File: src/rtl/serial_transmitter.sv
`default_nettype none
// ============================================================================
// Module      : serial_transmitter
// Description : 8N1 UART-style transmitter with a small byte FIFO. Bytes are
//               pushed through a valid/ready handshake and serialized LSB
//               first (start, 8 data, STOP_BITS stop bits). Queued bytes are
//               sent back-to-back without any idle gap between frames.
// Revision    : 1.0 - initial release
// ============================================================================
module serial_transmitter #(
  parameter int CLKS_PER_BIT = 4,  // clk_x4 cycles per serial bit, 2..16
  parameter int STOP_BITS    = 1,  // 1 or 2
  parameter int FIFO_LOG2    = 2   // log2 of FIFO depth, 1..4
) (
  input  logic       clk_x4,
  input  logic       rst_x,
  input  logic [7:0] i_data,
  input  logic       i_valid,
  output logic       o_ready,
  output logic       o_tx,
  output logic       o_busy,
  output logic       o_empty
);

  localparam int DEPTH = 1 << FIFO_LOG2;
  // Wide enough for the longest stop period (2 * 16 cycles).
  localparam int CNT_W = 6;

  localparam logic [CNT_W-1:0]     BIT_LAST  = CNT_W'(CLKS_PER_BIT - 1);
  localparam logic [CNT_W-1:0]     STOP_LAST = CNT_W'(STOP_BITS * CLKS_PER_BIT - 1);
  localparam logic [CNT_W-1:0]     CNT_ONE   = CNT_W'(1);
  localparam logic [FIFO_LOG2-1:0] PTR_ONE   = FIFO_LOG2'(1);
  localparam logic [FIFO_LOG2:0]   COUNT_ONE = (FIFO_LOG2 + 1)'(1);

  typedef enum logic [1:0] {
    IDLE  = 2'd0,
    START = 2'd1,
    DATA  = 2'd2,
    STOP  = 2'd3
  } state_t;

  state_t               state;
  logic [7:0]           shift;
  logic [CNT_W-1:0]     clk_cnt;
  logic [2:0]           bit_cnt;

  logic [7:0]           mem [DEPTH];
  logic [FIFO_LOG2-1:0] wr_ptr;
  logic [FIFO_LOG2-1:0] rd_ptr;
  logic [FIFO_LOG2:0]   count;

  logic                 has_data;
  logic                 stop_end;
  logic                 push;
  logic                 pop;
  logic [7:0]           head;

  // Status flags come straight from the registered count so they never
  // depend on same-cycle handshake activity. Count reaches DEPTH exactly
  // when its top bit is set.
  assign o_ready  = ~count[FIFO_LOG2];
  assign o_empty  = (count == '0);
  assign has_data = (count != '0);
  assign head     = mem[rd_ptr];

  // A pop happens when an idle transmitter sees data, or when the last stop
  // cycle ends with data waiting (chaining straight into the next start bit).
  assign stop_end = (state == STOP) && (clk_cnt == STOP_LAST);
  assign push     = i_valid && o_ready;
  assign pop      = has_data && ((state == IDLE) || stop_end);

  // FIFO storage write; contents need no reset since count guards reads.
  always_ff @(posedge clk_x4) begin
    if (push) begin
      mem[wr_ptr] <= i_data;
    end
  end

  // FIFO pointer and occupancy bookkeeping.
  always_ff @(posedge clk_x4 or negedge rst_x) begin
    if (!rst_x) begin
      wr_ptr <= '0;
      rd_ptr <= '0;
      count  <= '0;
    end else begin
      if (push) begin
        wr_ptr <= wr_ptr + PTR_ONE;
      end
      if (pop) begin
        rd_ptr <= rd_ptr + PTR_ONE;
      end
      case ({push, pop})
        2'b10:   count <= count + COUNT_ONE;
        2'b01:   count <= count - COUNT_ONE;
        default: count <= count;
      endcase
    end
  end

  // Frame sequencer with registered line and busy outputs.
  always_ff @(posedge clk_x4 or negedge rst_x) begin
    if (!rst_x) begin
      state   <= IDLE;
      shift   <= '0;
      clk_cnt <= '0;
      bit_cnt <= '0;
      o_tx    <= 1'b1;
      o_busy  <= 1'b0;
    end else begin
      case (state)
        IDLE: begin
          if (has_data) begin
            shift   <= head;
            clk_cnt <= '0;
            bit_cnt <= '0;
            state   <= START;
            o_tx    <= 1'b0;
            o_busy  <= 1'b1;
          end else begin
            o_tx   <= 1'b1;
            o_busy <= 1'b0;
          end
        end

        START: begin
          if (clk_cnt == BIT_LAST) begin
            clk_cnt <= '0;
            state   <= DATA;
            o_tx    <= shift[0];
          end else begin
            clk_cnt <= clk_cnt + CNT_ONE;
          end
        end

        DATA: begin
          if (clk_cnt == BIT_LAST) begin
            clk_cnt <= '0;
            if (bit_cnt == 3'd7) begin
              bit_cnt <= '0;
              state   <= STOP;
              o_tx    <= 1'b1;
            end else begin
              bit_cnt <= bit_cnt + 3'd1;
              shift   <= {1'b0, shift[7:1]};
              o_tx    <= shift[1];
            end
          end else begin
            clk_cnt <= clk_cnt + CNT_ONE;
          end
        end

        STOP: begin
          if (clk_cnt == STOP_LAST) begin
            clk_cnt <= '0;
            if (has_data) begin
              // Next byte goes out immediately: no idle cycle between frames.
              shift   <= head;
              bit_cnt <= '0;
              state   <= START;
              o_tx    <= 1'b0;
            end else begin
              state  <= IDLE;
              o_tx   <= 1'b1;
              o_busy <= 1'b0;
            end
          end else begin
            clk_cnt <= clk_cnt + CNT_ONE;
          end
        end

        default: begin
          state  <= IDLE;
          o_tx   <= 1'b1;
          o_busy <= 1'b0;
        end
      endcase
    end
  end

endmodule
`default_nettype wire
File: config.mk
export PLATFORM = sky130hd
export DESIGN_NAME = serial_transmitter
export DESIGN_NICKNAME = d
export VERILOG_FILES = /design/src/rtl/serial_transmitter.sv
export SDC_FILE = /design/constraint.sdc
export NUM_CORES = 1
export LEC_CHECK = 0
export ABC_AREA = 1
export CAP_MARGIN = 20
export CORE_MARGIN = 5
export CORE_UTILIZATION = 45
export DETAILED_ROUTE_END_ITERATION = 10
export PLACE_DENSITY = 0.6
export RECOVER_POWER = 100
export SLEW_MARGIN = 20
export SYNTH_ARGS = -nofsm -noshare
export SYNTH_HDL_FRONTEND = slang
export SYNTH_SLANG_ARGS = --single-unit
File: constraint.sdc
create_clock -name clk_x4 -period 2.54 [get_ports clk_x4]
set_input_delay 0.254 -clock clk_x4 [delete_from_list [all_inputs] [get_ports clk_x4]]
set_output_delay 0.254 -clock clk_x4 [all_outputs]
set_load 0.05 [all_outputs]
# Word level (Yosys, flattened, before mapping)
# Memory sizes are Yosys's and may differ from the RTL's.
# Index checks and enable logic that the tools add are counted.
dict set report totals {
  memories 1
  input_bits 11
  word_cells 80
  reg_bits 28
  ramBits 32
}
dict set report classes {
  n_reduce_logical 16
  bitwise_logic 1
  n_eq_ne 14
  muxes 33
  addsub 6
}
# memory words width read_ports rd_clocked_by_memory_dff wr line
set memory_table {}
lappend memory_table {mem 4 8 1 0 1 47} ;# logic [7:0] mem [DEPTH];
# cell count
set ops {}
lappend ops {{8-bit 2-to-1 mux} 4}
lappend ops {{8-bit case mux with 3 select lines} 1}
lappend ops {{3-bit 2-to-1 mux} 4}
lappend ops {{6-bit 2-to-1 mux} 2}
lappend ops {{2-bit != test (second input constant)} 6}
lappend ops {{6-bit case mux with 2 select lines} 1}
lappend ops {{1-bit 2-to-1 mux} 11}
lappend ops {{2-bit 2-to-1 mux} 5}
lappend ops {{3-bit case mux with 3 select lines} 1}
lappend ops {{3-bit AND reduction} 3}
lappend ops {{2-bit case mux with 4 select lines} 1}
lappend ops {{3-bit by 1-bit adder with 3-bit output (second input constant)} 2}
lappend ops {{6-bit by 1-bit adder with 6-bit output (second input constant)} 1}
lappend ops {{2-bit equality test (second input constant)} 3}
lappend ops {{6-bit by 2-bit equality test with 1-bit output (second input constant)} 1}
lappend ops {{3-bit case mux with 2 select lines} 1}
lappend ops {{3-bit nonzero test} 2}
lappend ops {{5-bit AND reduction} 1}
lappend ops {{2-bit by 1-bit adder with 2-bit output (second input constant)} 2}
lappend ops {{2-bit by 1-bit equality test with 1-bit output (second input constant)} 2}
lappend ops {{1-bit case mux with 4 select lines} 1}
lappend ops {{4-bit AND reduction} 1}
lappend ops {{2-bit nonzero test} 2}
lappend ops {{3-bit equality test (second input constant)} 1}
lappend ops {{9 further kinds} 11}

# Depth between registers and ports, before layout
# Gate-level depths: netlist of run 1.
dict set report depth {
  depth_word 6
  depth_mapped 11
}

# Worst setup path after synthesis of run 1
# Ideal clock, no wire load.
dict set report synth_path {
  path_kind {reg-to-reg}
  from {reg state[0]}
  to {reg count[2]}
  path_buffers 0
  synth_period_minus_slack_ns 2.094
  setup_slack_ns 0.446
  path_stages_with_launch 12
  t_arrival_ns 1.951
  setup_time_ns 0.143
  cell_sequence {dfrtp_1 ha_1 inv_1 o21bai_2 nand2_1 inv_1 ha_1 inv_1 fa_1 a21oi_1 o21ai_0 xor2_1}
}
dict set report synth_via {
  elab_chain_cells 6
}
# element line
set synth_rtl {}
lappend synth_rtl {{start: declaration} 42} ;# state_t state;
lappend synth_rtl {{start signal: assignment} 103} ;# state <= IDLE;
lappend synth_rtl {{start signal: assignment} 116} ;# state <= START;
lappend synth_rtl {{start signal: assignment} 128} ;# state <= DATA;
lappend synth_rtl {{2-bit equality test} 68} ;# assign stop_end = (state == STOP) && (clk_cnt == STOP_LAST);
lappend synth_rtl {{1-bit logical AND} 68}
lappend synth_rtl {{1-bit logical OR *} 70} ;# assign pop = has_data && ((state == IDLE) || stop_end);
lappend synth_rtl {{1-bit logical AND *} 70}
lappend synth_rtl {{via pop} 55} ;# logic pop;
lappend synth_rtl {{2-bit by 1-bit equality test with 1-bit output or 2-bit equality test (tied branches)} 92} ;# case ({push, pop})
lappend synth_rtl {{3-bit case mux with 2 select lines or 2-bit nonzero test (tied branches)} --}
lappend synth_rtl {{end signal: assignment} 93} ;# 2'b10: count <= count + COUNT_ONE;
lappend synth_rtl {{end signal: assignment} 94} ;# 2'b01: count <= count - COUNT_ONE;
lappend synth_rtl {{end signal: assignment} 95} ;# default: count <= count;
lappend synth_rtl {{end: declaration} 50} ;# logic [FIFO_LOG2:0] count;
# The timed path passes the listed nets; every way through them passes the cells marked *.
# A chain may end at the register's enable or synchronous reset.

# Final worst setup path of run 1
# Same ends and word-level chain as after synthesis.

==> results of run 1 <==
## per-stage QoR
stage                     hold WS, ns  worst slack, ns  total power (W)  utilization, %
after floorplan               -0.0416            0.446          0.00303               -
after global placement          0.453            0.299          0.00345            50.1
after detailed placement        0.456            0.259          0.00348            50.1
after CTS                       0.316            0.251          0.00429            53.0
after global routing            0.476           0.0409          0.00453            52.2
final                           0.463            0.306          0.00412            52.2
## area by class of cell
class | instances | area, sq um | area share, %
sequential | 60 | 1660 | 49.9
multi-input combinational | 210 | 1090 | 32.8
timing repair buffer | 21 | 170 | 5.11
clock buffer | 10 | 128 | 3.83
inverter | 34 | 128 | 3.83
tap | 77 | 96.3 | 2.89
clock inverter | 6 | 55.1 | 1.65
## worst reg2reg max path, cell delays in order, from the launching register on
cell and delay (ns):
dfrtp_1 0.45, ha_2 0.26, inv_1 0.07, o21bai_2 0.17, nand2_1 0.11, inv_1 0.07, ha_1 0.14, inv_1 0.07
fa_1 0.38, a21oi_1 0.14, o21ai_0 0.11, xor2_1 0.15
## flip-flops by register name, summed over array words and instances (netlist names)
| signal | cells |
|---|---|
| mem | 32 |
| shift | 8 |
| clk_cnt | 6 |
| bit_cnt | 3 |
| count | 3 |
| rd_ptr | 2 |
| state | 2 |
| wr_ptr | 2 |
| o_busy | 1 |
| o_tx | 1 |
## cells in the final DEF (no fill, tap or decap), types with 3 or more instances in the layout
cell           instances
dlygate4sd3_1         13
o21ai_0                9
nand3_1               31
ha_1                  13
nor2_1                16
a21oi_1                5
nand4_1                3
dfrtp_1               27
clkbuf_8               9
inv_1                 33
nand2_1              112
xor2_1                 4
edfxtp_1              32
clkbuf_1               7
## metal layers
metal	vias to the layer above	part of all wire, %
li1	1052	-
met1	957	47
met2	18	48
met3	8	2.7
met4	0	1.9
met5	-	0
## power by group through the flow
stage	sequential [W]	clock [W]	combinational, W
2_1_floorplan	0.00149	0	0.00154
3_3_place_gp	0.00149	0	0.00197
3_5_place_dp	0.00149	0	0.00199
4_1_cts	0.00147	0.000817	0.00200
5_1_grt	0.00150	0.000865	0.00217
6_report	0.00147	0.000796	0.00186
## final timing paths
path,end,slack [ns],depth (start not counted)
max,count[2],0.31,11
min,o_tx,0.46,2
max reg2reg,count[2],0.31,11
min reg2reg,o_tx,0.46,2
max in group asynchronous,shift[2],0.81,2
min in group asynchronous,bit_cnt[0],0.83,2
## cell families after synthesis
kind of cell	Yosys count	share of synthesized area, %
flip-flops	60	56.2
adder cells (fa/ha/maj)	15	6.60
buffers and inverters	40	5.80
AO/OA/AOI/OAI	18	3.34
XOR/XNOR	5	1.48
AND/OR/NAND/NOR	172	26.5
==> qor.txt, run 1 <==
post-route ant nets: 0
top cell type's share of synthesized area: 32.5%
synthesized area per cell: 9.54 sq um
CP most frequent cell: inv_1
Critical Path Start: state[0]
drt wl/cell: 12.4 microns
crit path max fanout: 7
CTS Buffer Depth: 2
DP Cell Count: 402
H-tree levels: 3
DR DRC count: 0
GR Util met2: 22.0%
PortBufs: 14
most common cell in the netlist: nand2_1
Synth cell types: 29
hold_buf cts: 0
design area: 3330 sq um
ranking of synthesized cells by area: edfxtp_1 33%, dfrtp_1 23%, nand2_1 14%
final hold vios: 0
detailed placement HPWL: 3530 microns
Via density: 4.87
Clock transition at path regs: 0.07 ns
setup bufs post-CTS: 0
Comb power frac: 45.1%
worst skew pair latency: 0.33 ns
post-route clock period utilization: 88.0%
TritonCTS clock tree: done
Initial Utilization: 46.3%
CP Cell Sequence: ha_2 > inv_1 > o21bai_2 > nand2_1 > inv_1 > ha_1 > inv_1 > fa_1 > a21oi_1 > o21ai_0 > xor2_1
post-CTS resize count: 0
CP max stage cell: dfrtp_1
most used routing layer in global routing: met2
drt first-iter violations: 49
async set or reset register ratio after synthesis: 46.7%
Mapped Area: 2960 sq um
GRT met1 Usage: 17.5%
CP peak stage delay: 0.45 ns
sw power: 0.00175 W
post-synthesis register bit count: 60
power share of the clock group: 19.3%
global-route wire length before repair: 9070 microns
Worst-Margin Slew: 1.54 ns
Cell Pwr Density: 1240 nW/um^2
worst min path class: reg2reg
Max-cap violations: 1
Hold Path Origin: o_tx
CP delay by family, top: adder cells
# clock sinks: 60
Flop pwr share: 35.6%
GR Util met3: 4.30%
layout cells sized above 1: 7.62%
status: finished with violations
VDD IR max: 649 uV
Horiz. Die Dim: 91.1 microns
required time worst endpoint: 2.75 ns
Final setup viols: 0
initial antenna violation count: 0
fmax: 0.448 GHz
critical path capture point type: register
Setup Crit Path Kind: reg2reg
Arr. time, crit path: 2.44 ns
largest net degree at the start of global routing: 29
Tot GR Track Use: 13.8%
final net count: 362
Area Overhead vs Synth: 12.7%
Core Box Area: 6390 sq um
final-report max-slew violation count: 29
via count: 2035
Mapped Cells: 310
clock skew: 0.00805 ns
CTS root buffer: clkbuf_8
row cnt: 29
Setup crit start kind: register
Final GP Congestion: 0.783
Main synth FF type: edfxtp_1
top cells by count, synth: 109 x nand2_1, 32 x edfxtp_1, 32 x inv_1, 31 x nand3_1, 27 x dfrtp_1
violated checks: max-capacitance violations, max-slew violations
vias in the first global route: 1936
Int Power: 0.00238 W
DIE AREA: 8290 sq um
synth warn: 0
Net Sw Frac: 42.4%
Slew HR: -2.65%
die height: 91.1 microns
Tmin final: 2.23 ns
post-synth top area cell: edfxtp_1
filler instances: 591
global route overflow: 0
first-pass detailed-route iteration total: 4
EDFF count, synth: 32
Placed Area: 3200 sq um
I/O pin cnt: 15
n_diodes: 0
worst r2r src: state[0]
sequential area share after synthesis: 56.2%
RSZ-0062 raised after global routing: no
clock buffer count from CTS: 9
Buf+Inv Stages, Crit Path: 3
Sum Neg Setup Slack: 0 ns
Routed WL: 5190 microns
Final Non-Filler Cells: 418
Post-Syn Nets: 336
Lkg Pwr: 1.55 nW
No activity file was read; power rests on OpenSTA's default activity.
==> inputs of run 2 (changes only) <==
CORE_MARGIN = 4   (was 5)
clock period = 2.5 ns   (was 2.54 ns; I/O delays follow)
==> qor.txt, run 2 (synthesis gave the netlist of run 1 again) <==
post-route clock period utilization: 92.2% (+4.2 points)
global route overflow: 0 (unchanged)
Final setup viols: 0 (unchanged)
largest registers: mem: 32 flops, shift: 8 flops, clk_cnt: 6 flops
power share of the clock group: 20.8% (+1.5 points)
Final GP Congestion: 0.807 (+3.1%)
CP max stage cell: dfrtp_1
Worst R2R Path Depth: 11 (unchanged)
Via density: 4.86 (-0.25%)
Critical Path Start: state[0]
worst r2r src: state[0]
Final Non-Filler Cells: 418 (unchanged)
Clock transition at path regs: 0.07 ns (about the same)
final hold vios: 0 (unchanged)
largest net degree at the start of global routing: 29 (unchanged)
Sum Neg Setup Slack: 0 ns (unchanged)
CP Cell Sequence: ha_1 > inv_1 > o21bai_2 > nand2_1 > inv_1 > ha_1 > inv_1 > fa_1 > a21oi_1 > o21ai_0 > xor2_1
Lkg Pwr: 1.56 nW (+0.72%)
post-CTS resize count: 0 (unchanged)
GR Util met2: 23.9% (+1.9 points)
Comb power frac: 44.6% (-0.5 points)
required time worst endpoint: 2.71 ns (-0.04 ns)
Arr. time, crit path: 2.52 ns (+0.08 ns)
most used routing layer in global routing: met2
Tot GR Track Use: 15.6% (+1.8 points)
H-tree levels: 3 (unchanged)
hold_buf cts: 0 (unchanged)
die height: 89.1 microns (-2.2%)
crit path max fanout: 7 (unchanged)
global-route wire length before repair: 9220 microns (+1.6%)
Top reg by flops: mem
GRT met1 Usage: 21.3% (+3.8 points)
critical path capture point type: register
DR DRC count: 0 (unchanged)
Area Overhead vs Synth: 13.5%
final net count: 362 (unchanged)
Max-cap violations: 1 (unchanged)
Worst-Margin Slew: 1.53 ns (-0.00917 ns)
Core Box Area: 6350 sq um (-0.57%)
Int Power: 0.00244 W (+2.6%)
PortBufs: 14 (unchanged)
drt wl/cell: 13.1 microns (+5.6%)
Setup crit start kind: register
TritonCTS clock tree: done
worst setup path end: count[2]
worst skew pair latency: 0.34 ns (about the same)
GR Util met3: 2.76% (-1.5 points)
clock buffer count from CTS: 9 (unchanged)
DIE AREA: 7930 sq um (-4.3%)
sw power: 0.00189 W (+8.2%)
Initial Utilization: 46.6% (+0.26 points)
DP Cell Count: 402 (unchanged)
Tmin final: 2.30 ns (+0.0704 ns)
CTS Buffer Depth: 2 (unchanged)
RSZ-0062 raised after global routing: no
hold_ws: 0.461 ns (-0.00199 ns)
Routed WL: 5480 microns (+5.6%)
# clock sinks: 60 (unchanged)
first-pass detailed-route iteration total: 4 (unchanged)
initial antenna violation count: 0 (unchanged)
Cell Pwr Density: 1290 nW/um^2 (+4.3%)
worst reg-to-reg setup slack: 0.20 ns (-0.11 ns)
Final Util: 52.8% (+0.65 points)
final-report max-slew violation count: 29 (unchanged)
most frequent cells in the layout: 112 x nand2_1, 33 x inv_1, 32 x edfxtp_1
Net Sw Frac: 43.7% (+1.3 points)
Setup Crit Path Kind: reg2reg
detailed placement HPWL: 3780 microns (+7.1%)
status: finished with violations
CTS root buffer: clkbuf_8
setup bufs post-CTS: 0 (unchanged)
CP peak stage delay: 0.47 ns (+0.02 ns)
Horiz. Die Dim: 89.1 microns (-2.2%)
worst min path class: reg2reg
row cnt: 29 (unchanged)
clock skew: 0.00787 ns (-0.000186 ns)
vias in the first global route: 2006 (+3.6%)
via count: 2030 (-0.25%)
max FFs per register: 32 (unchanged)
drt first-iter violations: 118 (+140%)
CP most frequent cell: inv_1
most common cell after layout, fill and taps aside: nand2_1
total power draw: 0.00433 W (+5.0%)
VDD IR max: 713 uV (+9.8%)
post-route ant nets: 0 (unchanged)
reg2reg end: count[2]
fmax: 0.434 GHz (-3.1%)
violated checks: max-capacitance violations, max-slew violations
Slew HR: -2.04% (+0.61 points)
I/O pin cnt: 15 (unchanged)
layout cells sized above 1: 8.50% (+0.88 points)
n_diodes: 0 (unchanged)
Flop pwr share: 34.6% (-1.0 points)
## run 2: changes by cell type in the layout (fill, tap and decap cells not counted), sizes merged
cell and change:
inv +3, clkinv -2, clkbuf -1
## run 2: power groups by stage
stage | combinational, W | clock [W] | sequential, W
after floorplan | 0.00157 | 0 | 0.00151
after global placement | 0.00201 | 0 | 0.00151
after detailed placement | 0.00204 | 0 | 0.00152
after CTS | 0.00205 | 0.000925 | 0.00150
after global routing | 0.00224 | 0.000970 | 0.00153
final | 0.00193 | 0.000900 | 0.00150
## run 2: metrics by stage
stage	setup slack (ns)	area [sq um]
2_1_floorplan	0.406	2960
3_3_place_gp	0.271	3200
3_5_place_dp	0.235	3200
4_1_cts	0.223	3410
5_1_grt	0.0295	3360
6_report	0.196	3360
## run 2: critical path: cells and delay by family, from the launching register on
kind / cells / cell delay (ns)
buffers and inverters: 3 / 0.22
XOR/XNOR: 1 / 0.15
AND/OR/NAND/NOR: 1 / 0.11
flip-flops: 1 / 0.47
AO/OA/AOI/OAI: 3 / 0.42
adder cells (fa/ha/maj): 3 / 0.80
## run 2: layout make-up
type	count	area, sq um
inverter	34	128
clock inverter	7	81.3
multi-input combinational	210	1090
sequential	60	1660
clock buffer	9	124
timing repair buffer	21	170
fill	572	2990
tap	77	96.3
## run 2: per-layer routing
metal,share of wire [%],routed length [microns],vias to the layer above
met5,0,0,-
met4,2.2,123,0
met3,2.8,151,13
met2,45,2490,22
met1,50,2720,945
li1,-,-,1050
## run 2: worst min-delay path by stage
stage / from / endpoint / cells past startpoint
floorplan: rst_x / bit_cnt[0] / 0
global placement: o_tx / o_tx / 2
detailed placement: o_tx / o_tx / 2
CTS: rst_x / shift[4] / 2
global route: o_tx / o_tx / 2
finish: o_tx / o_tx / 2
